[src/rtl/parallel_to_serial_stream.sv]
// -----------------------------------------------------------------------------
// parallel_to_serial_stream
//   Backpressure-aware parallel-to-serial converter. Words arrive over a
//   valid/ready handshake into a one-word holding register. Each word is then
//   shifted out one bit per accepted serial transfer, LSB- or MSB-first as
//   selected per word. Because the holding register refills the shifter on
//   the same edge that the last bit leaves, consecutive words stream with no
//   idle cycle between them.
//
// Ports
//   clk               rising-edge clock
//   reset             asynchronous active-low reset (0 = reset asserted)
//   parallel_i        word to serialise
//   parallel_valid_i  parallel_i / msb_first_i are valid
//   msb_first_i       1 = send bit DATA_W-1 first, 0 = send bit 0 first
//   parallel_ready_o  holding register can accept a word
//   serial_o          current serial bit (0 while idle)
//   valid_o           serial_o carries a bit of a word
//   last_o            serial_o is the final bit of the current word
//   serial_ready_i    consumer takes serial_o this cycle
//   empty_o           no word held and none being shifted
// -----------------------------------------------------------------------------
module parallel_to_serial_stream #(
  parameter  int DATA_W = 8,
  localparam int CNT_W  = $clog2(DATA_W)
) (
  input  logic              clk,
  input  logic              reset,
  input  logic [DATA_W-1:0] parallel_i,
  input  logic              parallel_valid_i,
  input  logic              msb_first_i,
  output logic              parallel_ready_o,
  output logic              serial_o,
  output logic              valid_o,
  output logic              last_o,
  input  logic              serial_ready_i,
  output logic              empty_o
);

  localparam logic [CNT_W-1:0] LAST_CNT = CNT_W'(DATA_W - 1);

  // Holding register
  logic [DATA_W-1:0] hold_data;
  logic              hold_msb_first;
  logic              hold_valid;

  // Shifter
  logic [DATA_W-1:0] shift_reg;
  logic              shift_msb_first;
  logic [CNT_W-1:0]  cnt;
  logic              active;

  // Per-edge events
  logic accept;
  logic transfer;
  logic last_transfer;
  logic load;

  assign accept        = parallel_valid_i & ~hold_valid;
  assign transfer      = active & serial_ready_i;
  assign last_transfer = transfer & (cnt == LAST_CNT);
  // Refill either an idle shifter or one whose final bit leaves this edge,
  // so back-to-back words need no bubble.
  assign load          = hold_valid & (~active | last_transfer);

  // NOTE: every output is assigned a default first so no path through the
  // block leaves a signal unassigned, which would otherwise infer a latch.
  always_comb begin
    parallel_ready_o = ~hold_valid;
    valid_o          = active;
    empty_o          = ~active & ~hold_valid;
    serial_o         = 1'b0;
    last_o           = 1'b0;
    if (active) begin
      // The bit on the wire is always the edge of the shift register that
      // the word's own bit order shifts out of.
      serial_o = shift_msb_first ? shift_reg[DATA_W-1] : shift_reg[0];
      last_o   = (cnt == LAST_CNT);
    end
  end

  // NOTE: the data registers are reset along with the flags; reset must
  // discard any word in flight, and clearing the data keeps the idle state
  // fully deterministic at negligible cost for a single word of storage.
  // Holding register: accept and load are mutually exclusive because ready
  // is low whenever hold is full.
  always_ff @(posedge clk or negedge reset) begin
    if (!reset) begin
      hold_data      <= '0;
      hold_msb_first <= 1'b0;
      hold_valid     <= 1'b0;
    end else if (accept) begin
      // NOTE: sequential state uses non-blocking assignments so every
      // register samples pre-edge values, independent of statement order.
      hold_data      <= parallel_i;
      hold_msb_first <= msb_first_i;
      hold_valid     <= 1'b1;
    end else if (load) begin
      hold_valid     <= 1'b0;
    end
  end

  // Shifter: the bit order is latched with the word, so later words'
  // msb_first_i cannot disturb a word already being shifted.
  always_ff @(posedge clk or negedge reset) begin
    if (!reset) begin
      shift_reg       <= '0;
      shift_msb_first <= 1'b0;
      cnt             <= '0;
      active          <= 1'b0;
    end else if (load) begin
      shift_reg       <= hold_data;
      shift_msb_first <= hold_msb_first;
      cnt             <= '0;
      active          <= 1'b1;
    end else if (transfer) begin
      if (last_transfer) begin
        // Nothing waiting in hold: go idle; cnt parks at 0 rather than wrap.
        active <= 1'b0;
        cnt    <= '0;
      end else begin
        cnt <= cnt + CNT_W'(1);
      end
      if (shift_msb_first) shift_reg <= {shift_reg[DATA_W-2:0], 1'b0};
      else                 shift_reg <= {1'b0, shift_reg[DATA_W-1:1]};
    end
  end

endmodule
[config.mk]
export PLATFORM = sky130hd
export DESIGN_NAME = parallel_to_serial_stream
export DESIGN_NICKNAME = d
export VERILOG_FILES = /design/src/rtl/parallel_to_serial_stream.sv
export SDC_FILE = /design/constraint.sdc
export NUM_CORES = 1
export LEC_CHECK = 0
export CORE_MARGIN = 1.5
export CORE_UTILIZATION = 53
export DETAILED_ROUTE_END_ITERATION = 10
export DONT_BUFFER_PORTS = 1
export GPL_ROUTABILITY_DRIVEN = 1
export PLACE_DENSITY = 0.71
export SYNTH_ARGS = -nofsm -noshare
export SYNTH_HDL_FRONTEND = slang
export SYNTH_SLANG_ARGS = --single-unit
[constraint.sdc]
create_clock -name clk -period 1.5 [get_ports clk]
set_input_delay 0.15 -clock clk [delete_from_list [all_inputs] [get_ports clk]]
set_output_delay 0.15 -clock clk [all_outputs]
set_load 0.005 [all_outputs]
After elaboration in Yosys (flattened, before gate mapping)
Index checks and enable logic that the tools add are counted.

Word-level logic and storage cells: 35. Output and inout port bits: 5. Input bits: 13. Flip-flop bits (word level): 23.

Reduce and logical (&&, ||, !) cells: 4. Bitwise gates (word level): 8. Add/subtract/negate cells: 1. Eq/ne operators: 1. Mux-type cells: 14.

Operators by type and width (number): 2-to-1 mux 8 bit (3); 2-to-1 mux 3 bit (3); 2-to-1 mux 1 bit (8); nonzero test 2 bit (3); AND 1 bit (5); adder 3 x 1 -> 3 bit (second input constant) (1); equality test 3 bit (second input constant) (1); NOT 1 bit (2); AND reduction 2 bit (1); bitwise OR 1 bit (1).

Longest topological paths before layout
Depth after elaboration: 6. Mapped depth: 6. Depth with buffers taken out: 5.

Worst setup path after synthesis
No wires, ideal clock.

Path type: reg-to-reg. Start point: register cnt[0]. End point: register shift_reg[0]. Arrival time: 1.585 ns. Setup time: 0.066 ns. Buffers on the path: 1. Period minus slack after synthesis: 1.652 ns. Cell stages (with the launch flop): 7. Required time: 1.434 ns. Path slack: -0.152 ns. Path through: dfrtp_1 ha_1 ha_1 a21bo_1 buf_6 a2111oi_4 a221o_1.

Longest elaborated chain between the ends: 5. Elaborated cells between the ends (all ways): 6. Those cells by class: eq/ne: 1; mux: 1; bitwise: 3; reduce/logical: 1.

Ends and longest elaborated chain: start: declaration (line 50) `logic [CNT_W-1:0] cnt;`; start signal: assignment (line 122) `cnt <= cnt + CNT_W'(1);`; equality test 3 bit (*) (line 61) `assign last_transfer = transfer & (cnt == LAST_CNT);`; AND 1 bit (*) (line 61); bitwise OR 1 bit (*) (line 64) `assign load = hold_valid & (~active | last_transfer);`; AND 1 bit (*) (line 64); 2-to-1 mux 8 bit / nonzero test 2 bit (equally long branches); end signal: assignment (line 112) `shift_reg <= hold_data;`; end signal: assignment (line 124) `if (shift_msb_first) shift_reg <= {shift_reg[DATA_W-2:0], 1'b0};`; end signal: assignment (line 125) `else shift_reg <= {1'b0, shift_reg[DATA_W-1:1]};`; end: declaration (line 48) `logic [DATA_W-1:0] shift_reg;`.

Every way passes the cells marked *; elsewhere a longest branch is shown, timed or not. A chain may end at the register's enable or synchronous reset.

Worst setup path after layout
Ends and elaborated chain as after synthesis.

==> metrics.yaml <==
drt:
  drc: 0
  drt-total-wl_um: 2300
  drt_pass1_iterations: 4
  drt_iter0_drc: 8
  wl_per_cell_um: 15.0
  vias: 857
  via_per_inst: 5.60
  antenna_left: 0
global_route:
  grt_antenna_before_repair: 0
  grt_pass1_wl_um: 3770
  grt_usage: 0.198
  first_global_vias: 880
  grt_max_degree: 24
  grt-ovfl-total: 0
critical_path:
  critPathCaptureType: "register"
  rr_endpoint: "shift_reg[0]"
  critPathTopFamily: "compound AO/OA/AOI/OAI gates"
  r2r_cells: 5
  path_buf_inv: 0
  critical_path.max_fanout: 5
  arrival_ns: 1.78
  cp.required_ns: 1.75
  r2r_slack_ns: -0.03
  critPathLaunchType: "register"
  cp_slowest_cell: "dfrtp_1"
  cp_cell_sequence: "ha_2 > ha_4 > a21bo_4 > a2111oi_4 > a221o_1"
  path_class: "reg2reg"
  r2r-start: "cnt[0]"
  slowest_delay_ns: 0.41
pwr:
  power.switching_w: 0.000789
  seqPwrFrac: 0.465
  switching_share: 0.343
  p_leak_nw: 0.640
  power_frac_comb: 0.413
  p_int_w: 0.00151
  power.density_nw_per_um2: 1570
  clkPwrFrac: 0.122
  ir_worst_vdd_v: 0.00110
sta:
  fin_crit_ns: 1.53
  tightest_slew_ns: 1.01
  timing.fmax_mhz: 656
  relSlewSlack: 0.321
  min_period_over_period: 1.02
  fin_ws_ns: -0.0253
  hold_viol: 0
  holdWs_ns: 0.101
  rsz0062_at_grt: "yes"
  setup_viol: 2
  setup_tns_ns: -0.0348
  finalMaxSlewViolations: 0
  fin_skew_ns: 0.00315
layout:
  multiInputGateArea_um2: 573
  area_delta_synth_final_pct: 26.4
  antenna_cells: 0
  design_area_um2: 1470
  fin_cells: 153
  drive_gt1_frac: 0.262
  ff_latch_area_um2: 576
  nNetsFinal: 142
  nFillCells: 130
  utilization: 0.726
logic_synthesis:
  synth_area_leader_cell: "dfrtp_1"
  avgSynthCellArea_um2: 11.0
  yosysWarnings: 0
  synth_enable_flop_cells: 0
  synth_area_um2: 1160
  synth-seq-cells: 23
  syn-num-nets: 121
  ys_seq_area_frac: 0.496
  synth_top_family_by_area: "compound AO/OA/AOI/OAI gates"
  synth_mux_area_frac: 0.129
  synthAdderAreaFrac: 0.0216
  synthSimpleGateAreaFrac: 0.0647
  yosysTopAreaCellShare: 0.496
  synth.area.top_cells: "dfrtp_1 50%, mux2_2 5.8%, o21ai_0 5.6%"
  ys_async_sr_fraction: 1.00
  synth-xor-area-share: 0
  synth_compound_area_frac: 0.221
  ys_types: 24
  syn_inst: 106
  ys.flop_type: "dfrtp_1"
worst_hold_path:
  min_from: "serial_ready_i"
  whs_path_depth: 2
  min_path_type: "in2reg"
  hold_path_end: "valid_o"
floorplan:
  core.rowCount: 16
  ios: 18
  fp.dieH_um: 49.8
  die_area_um2: 2480
  die_w_um: 49.8
  design.core.area_um2: 2020
  initial_core_util: 0.574
clock_network:
  numCtsBuffers: 3
  root_buffer: "clkbuf_4"
  htreeDepth: 1
  cts_sinks: 23
  path_clk_slew_ns: 0.12
  clockBufferDepth: 2
  clk_latency_ns: 0.30
  cts_tree: "yes"
place:
  place_inst: 135
  port_buffers: 0
  postPlaceCellArea_um2: 1250
  place.gp.congestion: 0.789
  hpwl_um: 1510
outcome:
  status: "complete, but fails checks"
  violations: "setup timing"
flow_run:
  drv_cap: 0
## cell families (layout without fill, tap and decap cells)
family | count (synthesis) | after routing
AOI/OAI and AO/OA | 34 | 35
adders and majority gates | 2 | 2
buffers and inverters | 16 | 35
DFF | 23 | 23
muxes | 13 | 13
and+or+nand+nor | 18 | 18
## layout by cell type, fill, tap and decap left out
cell type | synthesis | final
dfrtp_1 | 23 | 23
dlygate4sd3_1 | 0 | 11
nand2_1 | 10 | 10
o21ai_0 | 13 | 9
inv_1 | 8 | 8
a22o_1 | 7 | 7
buf_4 | 0 | 7
mux2i_1 | 6 | 6
mux2_2 | 6 | 6
a31oi_1 | 5 | 5
nor2_1 | 5 | 4
clkbuf_4 | 0 | 3
nor2b_1 | 2 | 2
a211oi_2 | 0 | 2
a221o_1 | 2 | 2
o21ai_1 | 0 | 2
o21ai_2 | 0 | 2
buf_6 | 2 | 2
buf_12 | 0 | 2
clkinv_1 | 1 | 1
and2_4 | 0 | 1
a21boi_4 | 0 | 1
nor2_4 | 0 | 1
mux2i_4 | 1 | 1
a21bo_4 | 0 | 1
o22ai_1 | 1 | 1
a221oi_1 | 1 | 1
a2111oi_4 | 1 | 1
ha_2 | 0 | 1
ha_4 | 0 | 1
clkbuf_1 | 2 | 1
a21bo_2 | 0 | 1
## layer usage
layer / part of all wire / global-route usage
met1: 0.47 / 0.252
met2: 0.49 / 0.331
met3: 0.034 / 0.0303
met4: 0.0052 / 0.0926
met5: 0 / 0
## metrics by stage
| stage | power [W] | setup WS [ns] |
|---|---|---|
| detailed placement | 0.00190 | -0.0588 |
| CTS | 0.00225 | -0.0323 |
| floorplan | 0.00169 | -0.000869 |
| finish | 0.00230 | -0.0253 |
| global placement | 0.00188 | -0.0297 |
| global route | 0.00248 | -0.0641 |
## repair_timing
item                                    4_1_cts  5_1_grt
endpoints found under the setup margin        5       10
endpoints found under the hold margin        33        0
gates resized for setup                       7        8
hold buffers                                 11        0
setup buffers                                 0        2
cloned                                        0        1
pin swaps                                     2        3
## area by class of cell
| class | count | share of cell area |
|---|---|---|
| multi-input cells | 68 | 0.390 |
| clock buffers | 4 | 0.0179 |
| repair buffers | 22 | 0.153 |
| inverters | 9 | 0.0230 |
| flip-flops and latches | 23 | 0.392 |
| well taps | 27 | 0.0230 |
## Yosys cell counts (2+ instances only)
cell type	number
mux2i_1	6
mux2_2	6
a31oi_1	5
nor2_1	5
dfrtp_1	23
buf_2	3
inv_1	8
a22o_1	7
buf_6	2
clkbuf_1	2
a221o_1	2
o21ai_0	13
a211oi_1	2
nand2_1	10
nor2b_1	2
ha_1	2
## power groups by stage
| stage | combinational, W | clock (W) | sequential [W] |
|---|---|---|---|
| final | 0.000951 | 0.000281 | 0.00107 |
| after global placement | 0.000803 | 0 | 0.00108 |
| after CTS | 0.000888 | 0.000295 | 0.00107 |
| after global routing | 0.00106 | 0.000317 | 0.00110 |
| after floorplan | 0.000668 | 0 | 0.00102 |
| after detailed placement | 0.000813 | 0 | 0.00108 |
## worst max-delay path by stage
| stage | from | end | cells past startpoint |
|---|---|---|---|
| 2_1_floorplan | cnt[0] | shift_reg[0] | 6 |
| 3_3_place_gp | cnt[1] | shift_reg[0] | 5 |
| 5_1_grt | cnt[0] | shift_reg[0] | 5 |
| 4_1_cts | cnt[0] | shift_reg[0] | 5 |
| 3_5_place_dp | cnt[1] | shift_reg[7] | 5 |
| 6_report | cnt[0] | shift_reg[0] | 5 |
Power figures use the tool's default switching activity.
